[config.mk]
export PLATFORM = sky130hd
export DESIGN_NAME = mult_sequencer_flat
export DESIGN_NICKNAME = d
export VERILOG_FILES = /design/src/rtl/mult_sequencer_pkg.sv /design/src/rtl/mult_sequencer_if.sv /design/src/rtl/mult_sequencer.sv /design/src/flat_wrapper.sv
export SDC_FILE = /design/constraint.sdc
export NUM_CORES = 1
export LEC_CHECK = 0
export ABC_AREA = 1
export CORE_MARGIN = 4
export CORE_UTILIZATION = 42
export CTS_CLUSTER_DIAMETER = 120
export DETAILED_ROUTE_END_ITERATION = 10
export GPL_ROUTABILITY_DRIVEN = 0
export PLACE_DENSITY = 0.77
export SLEW_MARGIN = 30
export SYNTH_ARGS = -nofsm -noshare
export SYNTH_HDL_FRONTEND = slang
export SYNTH_SLANG_ARGS = --single-unit
export TNS_END_PERCENT = 10
[constraint.sdc]
create_clock -name CLOCK -period 1.6 [get_ports CLOCK]
set_input_delay 0.16 -clock CLOCK [delete_from_list [all_inputs] [get_ports CLOCK]]
set_output_delay 0.16 -clock CLOCK [all_outputs]
set_load 0.01 [all_outputs]
[src/rtl/mult_sequencer_pkg.sv]
// Shared types and constants for the multiply sequencer.
// Opcode, state encoding and datapath widths.
package cpu_pkg;

  localparam int REG_ADDR_W = 3;
  localparam int DATA_W     = 16;
  localparam int PROD_W     = 2 * DATA_W;
  localparam int CNT_W      = 4;

  localparam logic [5:0] OPC_MULT = 6'b100001;

  typedef enum logic [1:0] {
    IDLE  = 2'd0,
    MUL   = 2'd1,
    WB_LO = 2'd2,
    WB_HI = 2'd3
  } mseq_state_t;

  // True when IR' holds a MULT worth accepting.
  function automatic logic is_mult(
    input logic       vld,
    input logic [5:0] opc
  );
    return vld && (opc == OPC_MULT);
  endfunction

endpackage

[src/rtl/mult_sequencer_if.sv]
// Issue, multiplier and writeback signals of the sequencer.
// slave = sequencer side, master = pipeline/environment side.
interface mult_sequencer_if;
  import cpu_pkg::*;

  logic                  issue_valid;
  logic [5:0]            encoded_opcode;
  logic [REG_ADDR_W-1:0] reg_write_addr;
  logic [DATA_W-1:0]     rs1data;
  logic [DATA_W-1:0]     rs2data;
  logic [PROD_W-1:0]     mult_product;

  logic [DATA_W-1:0]     mult_a;
  logic [DATA_W-1:0]     mult_b;
  logic                  mult_enable;
  logic                  stall;
  logic                  busy;
  logic                  wb_en;
  logic [REG_ADDR_W-1:0] wb_addr;
  logic [DATA_W-1:0]     wb_data;
  logic                  status_we;
  logic                  status_z;
  logic                  status_n;

  modport slave (
    input  issue_valid,
    input  encoded_opcode,
    input  reg_write_addr,
    input  rs1data,
    input  rs2data,
    input  mult_product,
    output mult_a,
    output mult_b,
    output mult_enable,
    output stall,
    output busy,
    output wb_en,
    output wb_addr,
    output wb_data,
    output status_we,
    output status_z,
    output status_n
  );

  modport master (
    output issue_valid,
    output encoded_opcode,
    output reg_write_addr,
    output rs1data,
    output rs2data,
    output mult_product,
    input  mult_a,
    input  mult_b,
    input  mult_enable,
    input  stall,
    input  busy,
    input  wb_en,
    input  wb_addr,
    input  wb_data,
    input  status_we,
    input  status_z,
    input  status_n
  );

endinterface

[src/rtl/mult_sequencer.sv]
// Multi-cycle MULT sequencer: latch, run multiplier,
// then write the product back as two 16-bit halves.
module mult_sequencer
  import cpu_pkg::*;
#(
  parameter int MULT_LATENCY = 3
) (
  input  logic             CLOCK,
  input  logic             RESET_N,
  mult_sequencer_if.slave  bus_io
);

  localparam logic [CNT_W-1:0] CNT_LOAD =
    CNT_W'(MULT_LATENCY - 1);

  mseq_state_t           state_q, state_d;
  logic [DATA_W-1:0]     a_q, a_d;
  logic [DATA_W-1:0]     b_q, b_d;
  logic [REG_ADDR_W-1:0] rd_q, rd_d;
  logic [CNT_W-1:0]      cnt_q, cnt_d;
  logic [PROD_W-1:0]     prod_q, prod_d;

  // State and datapath registers, synchronous reset.
  always_ff @(posedge CLOCK) begin
    if (!RESET_N) begin
      state_q <= IDLE;
      a_q     <= '0;
      b_q     <= '0;
      rd_q    <= '0;
      cnt_q   <= '0;
      prod_q  <= '0;
    end else begin
      state_q <= state_d;
      a_q     <= a_d;
      b_q     <= b_d;
      rd_q    <= rd_d;
      cnt_q   <= cnt_d;
      prod_q  <= prod_d;
    end
  end

  // Next state: accept, count down, capture, write back.
  always_comb begin
    state_d = state_q;
    a_d     = a_q;
    b_d     = b_q;
    rd_d    = rd_q;
    cnt_d   = cnt_q;
    prod_d  = prod_q;
    unique case (state_q)
      IDLE: begin
        if (is_mult(bus_io.issue_valid,
                    bus_io.encoded_opcode)) begin
          a_d     = bus_io.rs1data;
          b_d     = bus_io.rs2data;
          rd_d    = bus_io.reg_write_addr;
          cnt_d   = CNT_LOAD;
          state_d = MUL;
        end
      end
      MUL: begin
        if (cnt_q == '0) begin
          prod_d  = bus_io.mult_product;
          state_d = WB_LO;
        end else begin
          cnt_d = cnt_q - 1'b1;
        end
      end
      WB_LO:   state_d = WB_HI;
      WB_HI:   state_d = IDLE;
      default: state_d = IDLE;
    endcase
  end

  // Outputs decoded from state; strobed fields zero when idle.
  always_comb begin
    bus_io.mult_a      = a_q;
    bus_io.mult_b      = b_q;
    bus_io.mult_enable = 1'b0;
    bus_io.busy        = (state_q != IDLE);
    bus_io.stall       = (state_q != IDLE);
    bus_io.wb_en       = 1'b0;
    bus_io.wb_addr     = '0;
    bus_io.wb_data     = '0;
    bus_io.status_we   = 1'b0;
    bus_io.status_z    = 1'b0;
    bus_io.status_n    = 1'b0;
    unique case (1'b1)
      (state_q == MUL): begin
        bus_io.mult_enable = 1'b1;
      end
      (state_q == WB_LO): begin
        bus_io.wb_en   = 1'b1;
        bus_io.wb_addr = rd_q;
        bus_io.wb_data = prod_q[DATA_W-1:0];
      end
      (state_q == WB_HI): begin
        bus_io.wb_en     = 1'b1;
        bus_io.wb_addr   = rd_q + 3'd1;
        bus_io.wb_data   = prod_q[PROD_W-1:DATA_W];
        bus_io.status_we = 1'b1;
        bus_io.status_z  = (prod_q == '0);
        bus_io.status_n  = prod_q[PROD_W-1];
      end
      default: ;
    endcase
  end

endmodule

[src/flat_wrapper.sv]
// flat-port wrapper written by rule: the top's interface ports become plain ports
module mult_sequencer_flat import cpu_pkg::*;
#(
  parameter int MULT_LATENCY = 3
)
  (CLOCK, RESET_N, bus_io_issue_valid, bus_io_encoded_opcode, bus_io_reg_write_addr, bus_io_rs1data, bus_io_rs2data, bus_io_mult_product, bus_io_mult_a, bus_io_mult_b, bus_io_mult_enable, bus_io_stall, bus_io_busy, bus_io_wb_en, bus_io_wb_addr, bus_io_wb_data, bus_io_status_we, bus_io_status_z, bus_io_status_n);
  mult_sequencer_if bus_io_i ();
  input  logic CLOCK;
  input  logic RESET_N;
  input wire logic [$bits(bus_io_i.issue_valid)-1:0] bus_io_issue_valid;
  input wire logic [$bits(bus_io_i.encoded_opcode)-1:0] bus_io_encoded_opcode;
  input wire logic [$bits(bus_io_i.reg_write_addr)-1:0] bus_io_reg_write_addr;
  input wire logic [$bits(bus_io_i.rs1data)-1:0] bus_io_rs1data;
  input wire logic [$bits(bus_io_i.rs2data)-1:0] bus_io_rs2data;
  input wire logic [$bits(bus_io_i.mult_product)-1:0] bus_io_mult_product;
  output wire logic [$bits(bus_io_i.mult_a)-1:0] bus_io_mult_a;
  output wire logic [$bits(bus_io_i.mult_b)-1:0] bus_io_mult_b;
  output wire logic [$bits(bus_io_i.mult_enable)-1:0] bus_io_mult_enable;
  output wire logic [$bits(bus_io_i.stall)-1:0] bus_io_stall;
  output wire logic [$bits(bus_io_i.busy)-1:0] bus_io_busy;
  output wire logic [$bits(bus_io_i.wb_en)-1:0] bus_io_wb_en;
  output wire logic [$bits(bus_io_i.wb_addr)-1:0] bus_io_wb_addr;
  output wire logic [$bits(bus_io_i.wb_data)-1:0] bus_io_wb_data;
  output wire logic [$bits(bus_io_i.status_we)-1:0] bus_io_status_we;
  output wire logic [$bits(bus_io_i.status_z)-1:0] bus_io_status_z;
  output wire logic [$bits(bus_io_i.status_n)-1:0] bus_io_status_n;
  assign bus_io_i.issue_valid = bus_io_issue_valid;
  assign bus_io_i.encoded_opcode = bus_io_encoded_opcode;
  assign bus_io_i.reg_write_addr = bus_io_reg_write_addr;
  assign bus_io_i.rs1data = bus_io_rs1data;
  assign bus_io_i.rs2data = bus_io_rs2data;
  assign bus_io_i.mult_product = bus_io_mult_product;
  assign bus_io_mult_a = bus_io_i.mult_a;
  assign bus_io_mult_b = bus_io_i.mult_b;
  assign bus_io_mult_enable = bus_io_i.mult_enable;
  assign bus_io_stall = bus_io_i.stall;
  assign bus_io_busy = bus_io_i.busy;
  assign bus_io_wb_en = bus_io_i.wb_en;
  assign bus_io_wb_addr = bus_io_i.wb_addr;
  assign bus_io_wb_data = bus_io_i.wb_data;
  assign bus_io_status_we = bus_io_i.status_we;
  assign bus_io_status_z = bus_io_i.status_z;
  assign bus_io_status_n = bus_io_i.status_n;
  mult_sequencer #(.MULT_LATENCY(MULT_LATENCY)) u_core (.CLOCK(CLOCK), .RESET_N(RESET_N), .bus_io(bus_io_i));
endmodule
Word-level counts from Yosys, hierarchy flattened
Index checks and enable logic that the tools add are counted.
Widths: inputs -> output; s select.

cells by class
  $add $sub $neg = 2
  equality and inequality tests = 7
  multiplexer cells = 13
  reduce and logical (&&, ||, !) cells = 11

operators by type and width
  operator             number
  $logic_not 32->1     1
  $pmux 16 s2          1
  $mux 4               2
  $pmux 2 s4           1
  $pmux 4 s2           1
  $eq 6x6->1 const B   1
  $pmux 3 s2           1
  $reduce_and 2->1     3
  $mux 1               5
  $eq 2x2->1 const B   2
  $logic_not 4->1      1
  $mux 2               2
  $ne 2x1->1 const B   2
  $reduce_bool 2->1    2
  $sub 4x1->4 const B  1
  $add 3x1->3 const B  1
  $reduce_and 3->1     1
  $eq 2x1->1 const B   1
  $logic_not 2->1      1
  $ne 2x2->1 const B   1
  $reduce_or 2->1      1
  $logic_and 1x1->1    1

storage, ports and cells
  bits in registers = 73
  input bits = 76
  output and inout bits = 58

Depth between registers and ports, before layout
Gate-level depths: netlist of run 1.

  word-level depth = 4
  mapped depth = 9

Worst setup path before layout of run 1
Ideal clock, no wire load.

  path type = reg2out
  from = register u_core.state_q[0]
  to = output bus_io_wb_data[0]
  arrival = 1,279 ps
  slack = 161 ps
  stages on the path, launching flop included = 5
  buffers on the path = 1
  cells stage by stage = dfxtp_1 > ha_1 > clkinv_1 > clkbuf_1 > o22ai_1

between the ends
  word-level cells in the longest chain between the ends = 2
  elaborated cells on any way between the ends = 3

ends and longest elaborated chain
  what                           line                                        RTL
  from (decl)                    mult_sequencer.sv:16                        mseq_state_t state_q, state_d;
  from (signal assigned)         mult_sequencer.sv:33                        state_q <= state_d;
  $eq 2x2->1 (on tied branches)  mult_sequencer.sv:97, mult_sequencer.sv:92
  $pmux 16 s2 *                  mult_sequencer.sv:88                        unique case (1'b1)
  to (decl)                      flat_wrapper.sv:23                          output wire logic [$bits(bus_io_i.wb_data)-1:0] bus_io_wb_data;

Every way passes the cells marked *; elsewhere a longest branch is shown, timed or not.

Worst setup path after layout of run 1
  from = register u_core.prod_q[18]
  to = output bus_io_status_z

between the ends
  word-level cells in the longest chain between the ends = 2

ends and longest elaborated chain
  what                    line                   RTL
  from (decl)             mult_sequencer.sv:21   logic [PROD_W-1:0] prod_q, prod_d;
  from (signal assigned)  mult_sequencer.sv:38   prod_q <= prod_d;
  $logic_not 32->1        mult_sequencer.sv:102  bus_io.status_z = (prod_q == '0);
  $mux 1                  mult_sequencer.sv:88
  to (decl)               flat_wrapper.sv:25     output wire logic [$bits(bus_io_i.status_z)-1:0] bus_io_status_z;

Every way passes these cells.

==> reports/results.ini, run 1 <==
[run_status]
status=finished, final reports clean

[clock_tree]
cts.htree.levels=3
cts_setup_buffers=0
clk_pin_slew_ps=80
insertion_delay_ps=330
clock-sinks=73
cts_tree=done
cts-root-buf=clkbuf_8
cts_buffers=9
hold_buffers=0
cts_buffer_depth=2

[timing]
clock.fmax_mhz=628.0
setup_viol=0
finalCritPeriodShare_pct=99.52
tns_ps=0
rsz0062_at_grt=yes
period_needed_ps=1592
slew_headroom_pct=76.84
slew_viol_final=0
finalHoldViolations=0
finalClockSkew_ps=10.35
worstMarginPinSlew_ps=346.5

[worst_setup_path]
startpoint_type=flip-flop
rr_worst_depth=7
reg2reg_to=u_core.bus_io.mult_b[7]
cp.required_ps=1440
endpoint_kind=primary output
criticalPathCategory=reg2out
r2r-start=u_core.state_q[1]
cp.arrival_ps=1430
r2r_slack_ps=100
crit_fanout=2

[routing]
wl_um=9287
vias_per_cell=4.951
ant_nets=0
wire_per_inst_um=14.24
drtIter0Drc=128
num_vias=3228
drc=0
firstDrtPassIters=4

[floorplan]
core_um2=7214
die_h_um=93.82
ios=134
fp-row-count=31
die_area_um2=8801
start_util_pct=42.87
die_x_um=93.82

[finish]
final_cell_area_um2=4956
final_cells=652
fillers=603
fin_util_pct=68.70
area_growth_pct=60.23
antenna_cells=0
layout.nets=632
layout-drive-gt1-share_pct=16.27

[power_and_ir_drop]
power_density_nw_per_um2=1371
leakagePower_nw=1.903
ir_drop_uv=587.5

[grt]
antenna_found_initial=0
grt-ovfl-total=0
grt_pass1_vias=3049
grt_max_degree=72
gr-usage-all-layers_pct=19.70
grt_first_pass_wirelength_um=13860

[synthesis]
synth_cell_type_count=24
synthCells=406
synth_area_leader_cell=dfxtp_1
syn-num-nets=489
yosysSeqAreaShare_pct=47.25
yosys.area.top_type_share_pct=47.25
synth-seq-cells=73
synth_warnings=0
yosys-top-cells-area=dfxtp_1 47%, a21oi_1 12%, inv_1 9.6%
netlist_area_um2=3093
postSynthAreaPerCell_um2=7.618

[worst_hold_path]
min_path_cells=4
hp-start=RESET_N
hold_class=in2reg
whs_endpoint=u_core.bus_io.mult_b[15]

[placement]
dp_cells=635
place_area_um2=4631
portBuffers=133
dp_hpwl_um=6376

[run]
maxCapViolCount=0

## cell families after synthesis
family / Yosys count / share of synthesized area (%)
adder cells (fa/ha/maj): 7 / 2.832
buffers and inverters: 107 / 14.32
XOR/XNOR: 2 / 0.5664
flip-flops: 73 / 47.25
AO/OA/AOI/OAI: 159 / 26.38
AND/OR/NAND/NOR: 58 / 8.657
## cell usage after synthesis
library cell,count
a21oi_1,73
buf_2,6
buf_4,2
buf_6,3
clkbuf_1,13
clkbuf_2,1
clkinv_1,2
dfxtp_1,73
ha_1,7
inv_1,79
inv_4,1
nand2_1,23
nand2_2,1
nand2_4,1
nand3_1,11
nand3_2,1
nand4_1,5
nor2_1,12
nor3_1,2
nor4_1,2
o21ai_0,58
o21ai_1,12
o22ai_1,16
xnor2_1,2
## per-layer routing
metal	track usage [%]	vias up	part of all wire (%)
li1	-	1614	-
met1	23.06	1479	39
met2	32.76	126	49
met3	7.452	9	10
met4	7.100	0	1.3
met5	0	-	0
## how the worst max path moves through the flow
stage / start / to / slack [ps] / cells after the start
5_1_grt: u_core.prod_q[18] / bus_io_status_z / -100 / 4
3_5_place_dp: u_core.state_q[1] / bus_io_wb_data[13] / -200 / 5
2_1_floorplan: u_core.state_q[0] / bus_io_wb_data[0] / 160 / 4
6_report: u_core.prod_q[18] / bus_io_status_z / 8 / 4
4_1_cts: u_core.state_q[1] / bus_io_status_z / -110 / 6
3_3_place_gp: u_core.state_q[0] / bus_io_status_z / -160 / 6
## through the flow
step	hold WS, ps	worst slack [ps]	power (mW)
6_report	308.8	7.736	6.797
3_3_place_gp	430.1	-159.7	4.876
4_1_cts	288.2	-105.3	6.507
2_1_floorplan	301.8	161.3	4.091
3_5_place_dp	435.8	-202.5	4.955
5_1_grt	320.4	-99.36	7.273
## placed cells by master, fill, tap and decap left out, drive strengths merged
| cell type | instances |
|---|---|
| dfxtp | 73 |
| ha | 7 |
| nand3 | 12 |
| bufinv | 2 |
| buf | 44 |
| o21ai | 70 |
| clkdlybuf4s15 | 1 |
| xnor2 | 2 |
| nor4 | 2 |
| clkbuf | 11 |
| clkinv | 4 |
| clkdlybuf4s50 | 106 |
| a21oi | 73 |
| o22ai | 16 |
| nor2 | 12 |
| nand4 | 5 |
| nor3 | 2 |
| dlygate4sd2 | 4 |
| nand2 | 25 |
| inv | 82 |
## cell type report
cell class / instances / area, µm² / share of cell area [%]
inverters: 82 / 330.3 / 6.665
multi-input cells: 226 / 1336 / 26.96
repair buffers: 157 / 1489 / 30.04
flip-flops and latches: 73 / 1469 / 29.64
well taps: 99 / 123.9 / 2.499
clock buffers: 9 / 123.9 / 2.499
clock inverters: 6 / 83.83 / 1.691
## flip-flops by register name, indices dropped and copies added, names as in the netlist
register,count
u_core.rd_q,3
u_core.bus_io.mult_b,16
u_core.cnt_q,4
u_core.prod_q,32
u_core.state_q,2
u_core.bus_io.mult_a,16
## critical path, stage by stage (launching register included)
cell     delay (ps)
dfxtp_1         320
nor4_2          330
nand3_1         150
nor2_1          140
buf_2           160
## what timing repair did
action	4_1_cts	5_1_grt
setup endpoints to repair	26	45
gates cloned	0	2
pin swaps	0	1
gates resized for setup	101	35
## power by group
part	internal, mW	total (mW)	switching (mW)
Sequential	2.27	2.49	0.218
Clock	0.864	1.52	0.655
Combinational	1.23	2.79	1.56
(Power assumes the default switching activity.)
==> run 2, diff against run 1 <==
--- a/config.mk
+++ b/config.mk
@@ -11,7 +11,7 @@
 export CTS_CLUSTER_DIAMETER = 120
 export DETAILED_ROUTE_END_ITERATION = 10
 export GPL_ROUTABILITY_DRIVEN = 0
-export PLACE_DENSITY = 0.77
+export PLACE_DENSITY_LB_ADDON = 0.05
 export SLEW_MARGIN = 30
 export SYNTH_ARGS = -nofsm -noshare
 export SYNTH_HDL_FRONTEND = slang
==> run 2 against run 1 <==
- sequential cell count unchanged
- largest power group unchanged
- utilization up 4.9 points
- the flow now finishes with violations (setup timing)
- wire length up 7.7%
- combinational power about the same
- critical path type unchanged
- highest routed layer unchanged
- sequential power about the same
==> reports/results.ini, run 2 (same netlist as run 1, synthesis figures left out) <==
[finish]
area_growth_pct=71.68
final_common_cell=clkdlybuf4s50_1
layout-drive-gt1-share_pct=23.58  ; +7.3 points
layout.nets=644  ; +1.9%
largest_reg_flops=32  ; unchanged
final_cells=663  ; +1.7%
layout_common_cells=106 x clkdlybuf4s50_1, 77 x inv_1, 70 x a21oi_1, 70 x dfxtp_1, 26 x o21ai_1
fillers=567  ; -6.0%
seqCellArea_um2=1468  ; about the same
regMostFlops=u_core.prod_q
antenna_cells=0  ; unchanged
multiInputGateArea_um2=1478  ; +11%

[power_and_ir_drop]
ir_drop_uv=753.3  ; +28%
power_density_nw_per_um2=1319  ; -3.9%
leakagePower_nw=2.037  ; +7.1%

[grt]
grt-ovfl-total=0  ; unchanged
gr-usage-all-layers_pct=19.50  ; -0.20 points
grt_first_pass_wirelength_um=13700  ; -1.1%
grt_max_degree=71  ; -1.4%
antenna_found_initial=0  ; unchanged
grt_pass1_vias=3034  ; -0.49%

[placement]
portBuffers=133  ; unchanged
dp_hpwl_um=6083  ; -4.6%
dp_cells=633  ; -0.31%

[timing]
finalCritPeriodShare_pct=106.4  ; +6.9 points
clock.fmax_mhz=587.5  ; -6.5%
rsz0062_at_grt=yes
slew_viol_final=0  ; unchanged
setup_viol=21  ; +21
period_needed_ps=1702  ; +109.8 ps
slew_headroom_pct=65.76  ; -11 points
worst_slack_ps=-102.1  ; -109.8 ps
finalHoldViolations=0  ; unchanged
tns_ps=-368.5  ; -368.5 ps
worstMarginPinSlew_ps=513.6  ; +167.1 ps
finalClockSkew_ps=10.39  ; +0.04560 ps

[worst_setup_path]
startpoint_type=flip-flop
slowest_stage=dfxtp_2
critPathMaxStageDelay_ps=360  ; +30 ps
path_cells=buf_6 > ha_4 > inv_8 > buf_12 > buf_6 > o22ai_2 > buf_2
cp.required_ps=1440  ; about the same
crit_fanout=5  ; +3
cpMostUsedCell=buf_6
criticalPathCategory=reg2out
endpoint_kind=primary output
cp.arrival_ps=1540  ; +110 ps

[clock_tree]
cts_tree=done
insertion_delay_ps=330  ; about the same
cts.htree.levels=3  ; unchanged
cts_buffer_depth=2  ; unchanged
cts-root-buf=clkbuf_8
clk_pin_slew_ps=80  ; about the same
hold_buffers=0  ; unchanged
clock-sinks=73  ; unchanged
cts_buffers=9  ; unchanged

[floorplan]
start_util_pct=42.87  ; unchanged
die_x_um=93.82  ; unchanged
die_area_um2=8801  ; unchanged
fp-row-count=31  ; unchanged
die_h_um=93.82  ; unchanged
core_um2=7214  ; unchanged
ios=134  ; unchanged

[routing]
firstDrtPassIters=4  ; unchanged
drc=0  ; unchanged
vias_per_cell=4.973  ; +0.44%
num_vias=3297  ; +2.1%
wire_per_inst_um=15.09  ; +5.9%
drtIter0Drc=139  ; +8.6%
wl_um=10000  ; +7.7%
ant_nets=0  ; unchanged

[run_status]
status=complete, but fails checks
violations=setup timing

[worst_hold_path]
hold_class=in2reg

[run]
maxCapViolCount=0  ; unchanged

==> run 2: cell count changes in the layout (fill, tap and decap cells not counted), moves of 3 or more <==
cell	change
clkbuf_16	+4
a21oi_2	+3
o21ai_2	+22
buf_4	-3
o21ai_0	-31
dlygate4sd2_1	-3
a21oi_1	-3
clkbuf_2	+3
clkinv_2	-3
buf_6	+8
o21ai_1	+8
==> run 2: final timing paths <==
kind                                 from                        to  slack (ps)  cells after the start
hold / removal                    RESET_N  u_core.bus_io.mult_a[10]         300                      3
setup reg to reg        u_core.state_q[1]   u_core.bus_io.mult_b[3]         -30                      9
hold reg to reg   u_core.bus_io.mult_a[3]   u_core.bus_io.mult_a[3]         450                      2
setup / recovery        u_core.state_q[1]         bus_io_wb_data[3]        -100                      7
==> run 2: power breakdown <==
part	total, mW	internal [mW]	switching (mW)
Sequential	2.49	2.27	0.220
Clock	1.72	1.06	0.658
Combinational	2.79	1.23	1.56
==> run 2: metrics by stage <==
stage | util (%) | total power [mW] | cell area (µm²) | setup slack [ps] | hold slack (ps)
after global routing | 73.60 | 7.468 | 5310 | -169.6 | 297.9
after CTS | 67.57 | 6.706 | 4875 | -155.5 | 251.7
final | 73.60 | 7.002 | 5310 | -102.1 | 295.8
after detailed placement | 64.15 | 4.926 | 4628 | -172.2 | 435.2
after floorplan | - | 4.091 | 3093 | 161.3 | 301.8
after global placement | 64.15 | 4.863 | 4628 | -131.2 | 429.1
==> run 2: area by class of cell <==
| class | count | area share (%) |
|---|---|---|
| Timing Repair Buffer | 168 | 31.76 |
| Sequential cell | 73 | 27.64 |
| Clock buffer | 11 | 2.663 |
| Multi-Input combinational cell | 227 | 27.83 |
| Inverter | 82 | 6.079 |
| Tap cell | 99 | 2.333 |
| Clock inverter | 3 | 1.697 |
==> run 2: per-layer routing <==
metal	up-vias	global-route usage, %	routed length [µm]
met5	-	0	0
met4	0	8.664	150
met3	12	6.971	816
met2	111	31.99	5020
met1	1532	22.77	4017
li1	1642	-	-
==> run 2: timing repair <==
| item | 4_1_cts | 5_1_grt |
|---|---|---|
| endpoints found under the hold margin | 0 | 0 |
| setup buffers | 4 | 1 |
| gates resized for setup | 117 | 92 |
| cloned | 0 | 11 |
| setup endpoints to repair | 48 | 91 |
| pin swaps | 1 | 5 |
==> run 2: critical path, delay by kind of cell, from the launching register on <==
family	cells	cell delay [ps]
buf+inv	5	550
flops	1	360
fa+ha+maj	1	160
compound gates	1	150
==> run 3, diff against run 2 <==
==> constraint.sdc (replaced) <==
create_clock -name CLOCK -period 1.95 [get_ports CLOCK]
set_input_delay 0.195 -clock CLOCK [delete_from_list [all_inputs] [get_ports CLOCK]]
set_output_delay 0.195 -clock CLOCK [all_outputs]
set_load 0.01 [all_outputs]
==> run 3 against run 2 <==
- the flow now finishes without violations
- via count down 7.2%
- worst hold slack gained 42 ps
- total power down 23%
- clock skew about the same
- non-clock buffer count decreased by 28
==> reports/results.ini, run 3 (same netlist as run 1, synthesis figures left out) <==
[run_status]
status=finished, final reports clean

[finish]
layout_common_cells=111 x clkdlybuf4s50_1, 78 x inv_1, 73 x a21oi_1
largest_reg_flops=32  ; unchanged
regMostFlops=u_core.prod_q
area_growth_pct=53.76
final_common_cell=clkdlybuf4s50_1
antenna_cells=0  ; unchanged
final_cell_area_um2=4756  ; -10%
layout-drive-gt1-share_pct=6.145  ; -17 points
layout.nets=615  ; -4.5%

[timing]
finalCritPeriodShare_pct=94.48
finalClockSkew_ps=10.07  ; -0.3230 ps
slew_viol_final=0  ; unchanged
worst_slack_ps=107.7  ; +209.8 ps
period_needed_ps=1842
slew_headroom_pct=75.91  ; +10 points
rsz0062_at_grt=no
worstMarginPinSlew_ps=360.5  ; -153.1 ps
clock.fmax_mhz=542.8
finalHoldViolations=0  ; unchanged
setup_viol=0  ; -100%

[routing]
wire_per_inst_um=12.88  ; -15%
drtIter0Drc=118  ; -15%
num_vias=3061  ; -7.2%
drc=0  ; unchanged
firstDrtPassIters=4  ; unchanged
wl_um=8193  ; -18%
ant_nets=0  ; unchanged
vias_per_cell=4.813  ; -3.2%

[clock_tree]
cts_buffers=9  ; unchanged
clock-sinks=73  ; unchanged
clk_pin_slew_ps=70  ; about the same
insertion_delay_ps=340  ; about the same
hold_buffers=0  ; unchanged
cts.htree.levels=3  ; unchanged
cts_tree=done
cts_setup_buffers=0  ; -4
cts_buffer_depth=2  ; unchanged
cts-root-buf=clkbuf_8

[floorplan]
die_area_um2=8801  ; unchanged
die_x_um=93.82  ; unchanged
ios=134  ; unchanged
start_util_pct=42.87  ; unchanged
die_h_um=93.82  ; unchanged
fp-row-count=31  ; unchanged
core_um2=7214  ; unchanged

[worst_setup_path]
cp.arrival_ps=1650  ; +110 ps
startpoint_type=flip-flop
r2r-start=u_core.state_q[1]
r2r_slack_ps=460  ; +490 ps
cp.required_ps=1750  ; +310 ps
criticalPathCategory=reg2out
endpoint_kind=primary output
crit_fanout=4  ; -1
reg2reg_to=u_core.cnt_q[1]
rr_worst_depth=8  ; -1

[worst_hold_path]
whs_endpoint=u_core.cnt_q[0]
min_path_cells=4  ; +1
hold_class=in2reg
hp-start=RESET_N

[grt]
grt-ovfl-total=0  ; unchanged
grt_max_degree=72  ; +1.4%
gr-usage-all-layers_pct=19.07  ; -0.43 points
antenna_found_initial=0  ; unchanged
gr-usage-met2_pct=31.46  ; -0.53 points
use_met3_pct=6.250  ; -0.72 points
grt_first_pass_wirelength_um=13290  ; -3.0%
grt_pass1_vias=2957  ; -2.5%
busiest_layer=met2
use_met1_pct=22.10  ; -0.68 points

[placement]
portBuffers=133  ; unchanged
place_ws_ps=106.6  ; +278.7 ps
dp_hpwl_um=5909  ; -2.9%
place_area_um2=4506  ; -2.6%

[power_and_ir_drop]
ir_drop_uv=485.1  ; -36%
power_density_nw_per_um2=1127  ; -15%
leakagePower_nw=1.828  ; -10%

[run]
maxCapViolCount=0  ; unchanged

run 3: changes by cell type in the layout (fill, tap and decap cells not counted), moves of 4 or more:
| cell | change |
|---|---|
| o22ai_2 | -11 |
| buf_6 | -6 |
| buf_4 | -12 |
| o21ai_1 | -14 |
| dlygate4sd2_1 | +16 |
| ha_4 | -4 |
| clkbuf_16 | -6 |
| o22ai_1 | +11 |
| o21ai_0 | +37 |
| clkdlybuf4s50_1 | +5 |
| o21ai_2 | -22 |
| buf_2 | -20 |
run 3: area by class of cell:
| class | instances | area, µm² |
|---|---|---|
| Multi-Input combinational cell | 226 | 1199 |
| Sequential cell | 73 | 1464 |
| Clock inverter | 5 | 127.6 |
| Fill cell | 664 | 2459 |
| Clock buffer | 11 | 131.4 |
| Timing Repair Buffer | 140 | 1400 |
| Tap cell | 99 | 123.9 |
| Inverter | 82 | 310.3 |
run 3: repair_timing:
item / CTS / global route
gates resized for setup: 23 / 9
endpoints found under the setup margin: 21 / 24
gates cloned: 0 / 0
run 3: power breakdown:
part / total (mW) / switching [mW] / internal, mW
Sequential: 2.01 / 0.155 / 1.86
Clock: 1.54 / 0.555 / 0.981
Combinational: 1.81 / 1.05 / 0.763
run 3: how the worst max path moves through the flow:
stage                                  from                 to  slack (ps)  cells past startpoint
after floorplan           u_core.state_q[0]  bus_io_wb_data[0]         480                      4
after global placement    u_core.state_q[0]  bus_io_wb_addr[2]         160                      6
after detailed placement  u_core.state_q[0]  bus_io_wb_data[2]         110                      6
after CTS                 u_core.state_q[0]       bus_io_wb_en        -100                      6
after global routing      u_core.state_q[0]  bus_io_wb_data[0]           2                      6
final                     u_core.state_q[1]       bus_io_stall         110                      4
run 3: through the flow:
| step | total power [mW] | hold slack (ps) | setup TNS, ps | util [%] | std cells |
|---|---|---|---|---|---|
| after CTS | 5.408 | 327.2 | -95.80 | 65.80 | 636 |
| after detailed placement | 3.867 | 434.9 | 0 | 62.45 | 620 |
| final | 5.360 | 338.0 | 0 | 65.92 | 636 |
| after floorplan | 3.356 | 336.8 | 0 | - | 406 |
| after global placement | 3.826 | 430.0 | 0 | 62.45 | 620 |
| after global routing | 5.760 | 353.1 | 0 | 65.92 | 636 |
run 3: per-layer routing:
layer,wire length [µm],vias up
li1,-,1578
met1,3435,1357
met2,3774,110
met3,785,16
met4,197,0
met5,0,-
run 3: worst max-delay path, cell delays in order, from the launching register on:
cell and delay [ps]:
dfxtp_2 360, inv_1 80, ha_1 240, inv_1 100, clkdlybuf4s50_1 540
